--- src/rtl/trace_issue_unit_if.sv ---
// Trace record channel between the trace loader and the issue unit.
// Loader drives the record; the issue unit answers with in_ready.
interface trace_issue_unit_if;
   logic        in_valid;
   logic        in_ready;
   logic [7:0]  in_op;
   logic [47:0] in_addr;
   logic        in_last;

   modport master (
      output in_valid,
      output in_op,
      output in_addr,
      output in_last,
      input  in_ready
   );

   modport slave (
      input  in_valid,
      input  in_op,
      input  in_addr,
      input  in_last,
      output in_ready
   );
endinterface

--- src/rtl/trace_issue_unit.sv ---
// Trace issue unit: buffers trace records, filters ops and issues
// one access at a time to the cache engine with a programmable gap.
module trace_issue_unit #(
   parameter int DEPTH     = 8,
   parameter int ISSUE_GAP = 3,
   parameter int CNT_W     = 16
) (
   input  logic                   clk,
   input  logic                   reset,
   input  logic                   start,
   trace_issue_unit_if.slave      rec,
   output logic                   issue_valid,
   output logic [47:0]            cache_addr,
   output logic [7:0]             cache_op,
   output logic                   cache_lvl,
   output logic                   busy,
   output logic                   done,
   output logic [$clog2(DEPTH):0] fifo_count,
   output logic [CNT_W-1:0]       issued_cnt,
   output logic [CNT_W-1:0]       reads_cnt,
   output logic [CNT_W-1:0]       writes_cnt,
   output logic [CNT_W-1:0]       dropped_cnt
);

   localparam int AW = $clog2(DEPTH);
   localparam int GW = (ISSUE_GAP > 1) ? $clog2(ISSUE_GAP + 1) : 1;
   localparam logic [AW:0] FULL = (AW + 1)'(DEPTH);
   localparam logic [7:0] OP_R = 8'h52;
   localparam logic [7:0] OP_W = 8'h57;

   typedef enum logic [1:0] {
      IDLE,
      RUN,
      GAP,
      DONE
   } state_t;

   state_t state;
   state_t state_nx;

   logic [47:0]   mem_addr [DEPTH];
   logic          mem_wr   [DEPTH];
   logic          mem_last [DEPTH];
   logic [AW-1:0] wr_ptr;
   logic [AW-1:0] rd_ptr;
   logic [GW-1:0] gap_cnt;
   logic          last_seen;

   logic op_rd;
   logic op_wr;
   logic push;
   logic store;
   logic drop;
   logic empty;
   logic pop;
   logic restart;
   logic head_last;

   function automatic logic [CNT_W-1:0] sat_inc(input logic [CNT_W-1:0] v);
      return (v == '1) ? v : v + CNT_W'(1);
   endfunction

   assign op_rd = (rec.in_op == 8'h52) || (rec.in_op == 8'h72);
   assign op_wr = (rec.in_op == 8'h57) || (rec.in_op == 8'h77);

   assign rec.in_ready = (fifo_count < FULL);
   assign push         = rec.in_valid & rec.in_ready;
   assign store        = push & (op_rd | op_wr);
   assign drop         = push & ~(op_rd | op_wr);

   assign empty     = (fifo_count == '0);
   assign pop       = (state == RUN) && !empty;
   assign restart   = start && ((state == IDLE) || (state == DONE));
   assign head_last = mem_last[rd_ptr];

   assign cache_lvl = 1'b0;

   // FSM state register
   always_ff @(posedge clk or negedge reset) begin
      if (!reset) begin
         state <= IDLE;
      end else begin
         state <= state_nx;
      end
   end

   // FSM next-state decode
   always_comb begin
      state_nx = state;
      unique case (state)
         IDLE: begin
            if (start) state_nx = RUN;
         end
         RUN: begin
            if (pop) begin
               if (head_last) state_nx = DONE;
               else if (ISSUE_GAP > 0) state_nx = GAP;
            end else if (last_seen) begin
               state_nx = DONE;
            end
         end
         GAP: begin
            if (gap_cnt == GW'(1)) state_nx = RUN;
         end
         DONE: begin
            if (start) state_nx = RUN;
         end
      endcase
   end

   // FSM status outputs
   always_comb begin
      busy = 1'b0;
      done = 1'b0;
      unique case (state)
         RUN:     busy = 1'b1;
         GAP:     busy = 1'b1;
         DONE:    done = 1'b1;
         default: ;
      endcase
   end

   // Gap countdown loaded on each non-final issue
   always_ff @(posedge clk or negedge reset) begin
      if (!reset) begin
         gap_cnt <= '0;
      end else if (pop && !head_last) begin
         gap_cnt <= GW'(ISSUE_GAP);
      end else if (state == GAP) begin
         gap_cnt <= gap_cnt - GW'(1);
      end
   end

   // FIFO storage; contents need no reset, occupancy guards reads
   always_ff @(posedge clk) begin
      if (store) begin
         mem_addr[wr_ptr] <= rec.in_addr;
         mem_wr[wr_ptr]   <= op_wr;
         mem_last[wr_ptr] <= rec.in_last;
      end
   end

   // FIFO pointers and occupancy
   always_ff @(posedge clk or negedge reset) begin
      if (!reset) begin
         wr_ptr     <= '0;
         rd_ptr     <= '0;
         fifo_count <= '0;
      end else begin
         if (store) wr_ptr <= wr_ptr + AW'(1);
         if (pop)   rd_ptr <= rd_ptr + AW'(1);
         unique case ({store, pop})
            2'b10:   fifo_count <= fifo_count + (AW + 1)'(1);
            2'b01:   fifo_count <= fifo_count - (AW + 1)'(1);
            default: fifo_count <= fifo_count;
         endcase
      end
   end

   // A dropped record carrying the last marker still ends the run
   always_ff @(posedge clk or negedge reset) begin
      if (!reset) begin
         last_seen <= 1'b0;
      end else begin
         last_seen <= ((restart && state == DONE) ? 1'b0 : last_seen)
                    | (drop & rec.in_last);
      end
   end

   // Issue register: holds the last access between strobes
   always_ff @(posedge clk or negedge reset) begin
      if (!reset) begin
         issue_valid <= 1'b0;
         cache_addr  <= '0;
         cache_op    <= '0;
      end else begin
         issue_valid <= pop;
         if (pop) begin
            cache_addr <= mem_addr[rd_ptr];
            cache_op   <= mem_wr[rd_ptr] ? OP_W : OP_R;
         end
      end
   end

   // Saturating statistics, cleared when a run begins
   always_ff @(posedge clk or negedge reset) begin
      if (!reset) begin
         issued_cnt  <= '0;
         reads_cnt   <= '0;
         writes_cnt  <= '0;
         dropped_cnt <= '0;
      end else if (restart) begin
         issued_cnt  <= '0;
         reads_cnt   <= '0;
         writes_cnt  <= '0;
         dropped_cnt <= '0;
      end else begin
         if (pop) begin
            issued_cnt <= sat_inc(issued_cnt);
            if (mem_wr[rd_ptr]) writes_cnt <= sat_inc(writes_cnt);
            else                reads_cnt  <= sat_inc(reads_cnt);
         end
         if (drop) dropped_cnt <= sat_inc(dropped_cnt);
      end
   end

endmodule

--- src/flat_wrapper.sv ---
// flat-port wrapper written by rule: the top's interface ports become plain ports
module trace_issue_unit_flat 
#(
   parameter int DEPTH     = 8,
   parameter int ISSUE_GAP = 3,
   parameter int CNT_W     = 16
)
  (clk, reset, start, issue_valid, cache_addr, cache_op, cache_lvl, busy, done, fifo_count, issued_cnt, reads_cnt, writes_cnt, dropped_cnt, rec_in_valid, rec_in_op, rec_in_addr, rec_in_last, rec_in_ready);
  trace_issue_unit_if rec_i ();
  input  logic clk;
  input  logic reset;
  input  logic start;
  output logic issue_valid;
  output logic [47:0] cache_addr;
  output logic [7:0] cache_op;
  output logic cache_lvl;
  output logic busy;
  output logic done;
  output logic [$clog2(DEPTH):0] fifo_count;
  output logic [CNT_W-1:0] issued_cnt;
  output logic [CNT_W-1:0] reads_cnt;
  output logic [CNT_W-1:0] writes_cnt;
  output logic [CNT_W-1:0] dropped_cnt;
  input wire logic [$bits(rec_i.in_valid)-1:0] rec_in_valid;
  input wire logic [$bits(rec_i.in_op)-1:0] rec_in_op;
  input wire logic [$bits(rec_i.in_addr)-1:0] rec_in_addr;
  input wire logic [$bits(rec_i.in_last)-1:0] rec_in_last;
  output wire logic [$bits(rec_i.in_ready)-1:0] rec_in_ready;
  assign rec_i.in_valid = rec_in_valid;
  assign rec_i.in_op = rec_in_op;
  assign rec_i.in_addr = rec_in_addr;
  assign rec_i.in_last = rec_in_last;
  assign rec_in_ready = rec_i.in_ready;
  trace_issue_unit #(.DEPTH(DEPTH), .ISSUE_GAP(ISSUE_GAP), .CNT_W(CNT_W)) u_core (.clk(clk), .reset(reset), .start(start), .rec(rec_i), .issue_valid(issue_valid), .cache_addr(cache_addr), .cache_op(cache_op), .cache_lvl(cache_lvl), .busy(busy), .done(done), .fifo_count(fifo_count), .issued_cnt(issued_cnt), .reads_cnt(reads_cnt), .writes_cnt(writes_cnt), .dropped_cnt(dropped_cnt));
endmodule
--- config.mk ---
export PLATFORM = sky130hd
export DESIGN_NAME = trace_issue_unit_flat
export DESIGN_NICKNAME = d
export VERILOG_FILES = /design/src/rtl/trace_issue_unit_if.sv /design/src/rtl/trace_issue_unit.sv /design/src/flat_wrapper.sv
export SDC_FILE = /design/constraint.sdc
export NUM_CORES = 1
export LEC_CHECK = 0
export ABC_AREA = 0
export CORE_MARGIN = 8
export CORE_UTILIZATION = 45
export DETAILED_ROUTE_END_ITERATION = 6
export PLACE_DENSITY = 0.73
export SLEW_MARGIN = 20
export SYNTH_ARGS = -nofsm -noshare
export SYNTH_HDL_FRONTEND = slang
export SYNTH_SLANG_ARGS = --single-unit
--- constraint.sdc ---
create_clock -name clk -period 6.33 [get_ports clk]
set_clock_uncertainty 0.1 [all_clocks]
set_input_delay 0.633 -clock clk [delete_from_list [all_inputs] [get_ports clk]]
set_output_delay 0.633 -clock clk [all_outputs]
set_load 0.01 [all_outputs]
==> summary.log <==
[timing] unrepaired setup endpoints after global routing no
[run_status] failing checks negative hold slack
[timing] slew margin rel. 28.2%
[die] initial core utilization 45.3%
[drt] Via density 5.48
[power_and_ir_drop] P_leak 8.70 nW
[setup_path] cell-by-cell trace of the critical path clkdlybuf4s50_1 > nor4bb_1 > nand4_1 > inv_1 > nand2_1 > nor2_4 > buf_4
[clocking] Post-CTS Hold Buffers 0
[drt] number of vias after detailed routing 11300
[clocking] post-cts resize count 0
[clocking] clock tree sinks 530
[timing] slew at the pin closest to its max-slew limit 1.07 ns
[drt] average wire length per cell after detail routing 21.5 um
[synth] Cell variety after synth 49
[clocking] H-tree levels 2
[layout] filler instances 3588
[die] num rows 79
[timing] max-slew violation count 0
[power_and_ir_drop] worst vdd rail ir drop 258 uV
[setup_path] number of buffer and inverter stages on the critical path 3
[setup_path] cell family with the largest share of critical-path delay simple AND/OR/NAND/NOR gates
[drt] post-detailed-routing wire length 44.3 mm
[grt] via count of the first global-routing pass 11700
[run_status] result of the run finished, violations left
[synth] Post-Synthesis Cell Area 21000 um^2
[die] total die area 53700 um^2
[clocking] Clk Tree Root Cell clkbuf_16
[die] core box area 46300 um^2
[layout] area growth from synthesis to layout 20.3%
[setup_path] worst-case reg-to-reg path depth 6
[synth] number of synthesized flops with an enable pin 400
[power_and_ir_drop] Overall Power 10.1 mW
[setup_path] critical path required time 6.52 ns
[placement] DP Wirelength 26.0 mm
[synth] most common flop cell mapped by yosys edfxtp_1
[setup_path] critical path peak fanout 29
[setup_path] WP data arrival 3.73 ns
[synth] number of warnings issued by yosys 0
[layout] sequential cell area in the final layout 15300 um^2
[clocking] Clock transition at path regs 0.05 ns
[layout] post-route non-filler standard cell count 2060
[setup_path] crit start category input port
[die] io pins 190
[clocking] CTS tree yes
[grt] overall routing resource usage 16.3%
[timing] Final setup violation count 0
[drt] final antenna-violating net count 0
[setup_path] total number of cells along the worst setup path 7
[drt] number of design-rule violations left by the first detailed-router iteration 908
[timing] final setup TNS 0 ns
[grt] global-route wire length before repair 68.2 mm
[synth] FFs w/ async S/R, synth 24.5%
[layout] ratio of cells with drive above 1 in the final layout 14.8%
[clocking] Post-CTS Setup Bufs 0
[setup_path] slowest stage cell, crit path nor2_4
[setup_path] worst-case register-to-register setup slack 3.31 ns
[clocking] clock buffer depth 3
[timing] Final min period 3.55 ns
[placement] quantity of I/O buffers inserted on ports 184
[power_and_ir_drop] ratio of total power to cell area 400 nW/um^2
[setup_path] crit path kind input port to flip-flop
[synth] synthesized area divided by synthesized cell count 17.4 um^2
[placement] Placed Cells 1958
[job] MaxCap Viol Count 0
[timing] hold slack -0.00141 ns
[synth] Gate Count Post-Synth 1206
[min_path] HP Class input port to asynchronous set/reset pin
[clocking] Inserted Clock Buffers 53
[grt] final global-route overflow total 0
[timing] final period utilization 56.0%
[placement] weighted congestion at the end of routability-driven global placement 0.795
[layout] final net count 1482
[synth] portion of the post-synthesis area used by sequential elements 72.9%
[synth] register bit total from synthesis 530
[setup_path] endpoint class of the critical path flip-flop
[grt] antenna violations before repair 5
[timing] maximum frequency from static timing analysis 282 MHz
[die] die span in y 232 um
[timing] Fin. Hold Viols 1
[die] Die X-Extent 232 um
[drt] first-pass iteration count of the detailed router 5
[drt] DRC errors left 0
[grt] largest net degree at the start of global routing 85
[layout] share of the core filled with cells in the final layout 54.5%
[layout] Multi-input gate area 5440 um^2
[clocking] latest clock arrival within the worst-skew pair 0.60 ns
[setup_path] worst stage delay on the critical path 0.88 ns
cell families after synthesis:
logic type	share of synthesized area, %
flops	72.9
other cells	0.0179
mux	13.3
compound gates	2.97
buf+inv	1.52
simple gates	6.41
xor+xnor	2.05
fa+ha+maj	0.836
registers in the layout (all words and copies together), names as in the netlist:
signal / flops
u_core.fifo_count: 4
u_core.issued_cnt: 16
u_core.dropped_cnt: 16
u_core.issue_valid: 1
u_core.reads_cnt: 16
u_core.cache_addr: 48
u_core.mem_addr: 384
u_core.mem_wr: 8
u_core.last_seen: 1
u_core.state: 2
u_core.rd_ptr: 3
u_core.gap_cnt: 2
u_core.cache_op: 2
u_core.wr_ptr: 3
u_core.mem_last: 8
u_core.writes_cnt: 16
synth_stat cells (4+ instances only):
cell type / n / area [um^2]
nor4_1: 7 / 43.8
and3_1: 10 / 62.6
buf_4: 8 / 60.1
nor3_1: 16 / 80.1
o21ai_0: 64 / 320
and4_1: 7 / 61.3
nand4_1: 23 / 144
mux4_2: 100 / 2250
a21oi_1: 20 / 100
xor2_1: 18 / 158
ha_1: 14 / 175
nand3_1: 20 / 100
buf_1: 11 / 41.3
nand2_1: 92 / 345
or4_1: 10 / 75.1
and2_1: 4 / 25.0
or3_1: 12 / 75.1
mux2i_1: 52 / 521
nor2_1: 57 / 214
dfrtp_1: 130 / 3250
inv_1: 14 / 52.6
clkbuf_1: 40 / 150
edfxtp_1: 400 / 12000
o211ai_1: 7 / 52.6
xnor2_1: 31 / 272
layout make-up:
type	count	area share [%]
inverter	14	0.209
timing repair buffer	205	8.02
multi-input combinational	603	21.6
sequential	530	60.6
clock inverter	20	0.526
tap	607	3.01
antenna	2	0.0199
clock buffer	79	5.98
placed cells by master, fill, tap and decap left out, types with 23 or more instances in the layout:
cell type,instances
clkbuf_16,55
mux4_2,100
mux2i_1,52
clkdlybuf4s50_1,183
edfxtp_1,400
dfrtp_1,127
xnor2_1,31
o21ai_0,64
nand2_1,92
nand4_1,23
nor2_1,51
where the power goes:
group,switching (mW),internal (mW)
combinational,1.39,1.39
clock,1.29,1.65
sequential,0.347,4.01
total,3.03,7.05
through the flow:
| step | cell area (um^2) | worst slack (ns) |
|---|---|---|
| finish | 25200 | 2.78 |
| global placement | 23500 | 2.10 |
| detailed placement | 23500 | 2.10 |
| floorplan | 21000 | 0.600 |
| CTS | 25200 | 2.72 |
| global route | 25200 | 2.54 |
path summary, 6_finish.rpt:
kind,from,end
max,rec_in_op[6],u_core.mem_addr[5][42]$_DFFE_PP_
min reg2reg,u_core.cache_addr[6]$_DFFE_PN0P_,u_core.cache_addr[6]$_DFFE_PN0P_
min,reset,u_core.dropped_cnt[13]$_DFFE_PN0P_
max reg2reg,u_core.fifo_count[3]$_DFFE_PN0P_,u_core.mem_addr[5][42]$_DFFE_PP_
max in group asynchronous,reset,u_core.reads_cnt[14]$_DFFE_PN0P_
min in group clk,u_core.cache_addr[6]$_DFFE_PN0P_,u_core.cache_addr[6]$_DFFE_PN0P_
metal layers:
layer  track usage (%)  vias up  wire (um)  share of wire, %
met4              4.94        8        948               2.1
li1                  -     5119          -                 -
met1              21.4     5798      18500                42
met2              26.8      292      21800                49
met3              4.17       74       2960               6.7
met5                 0        -         59              0.13
Power figures use the tool's default switching activity.
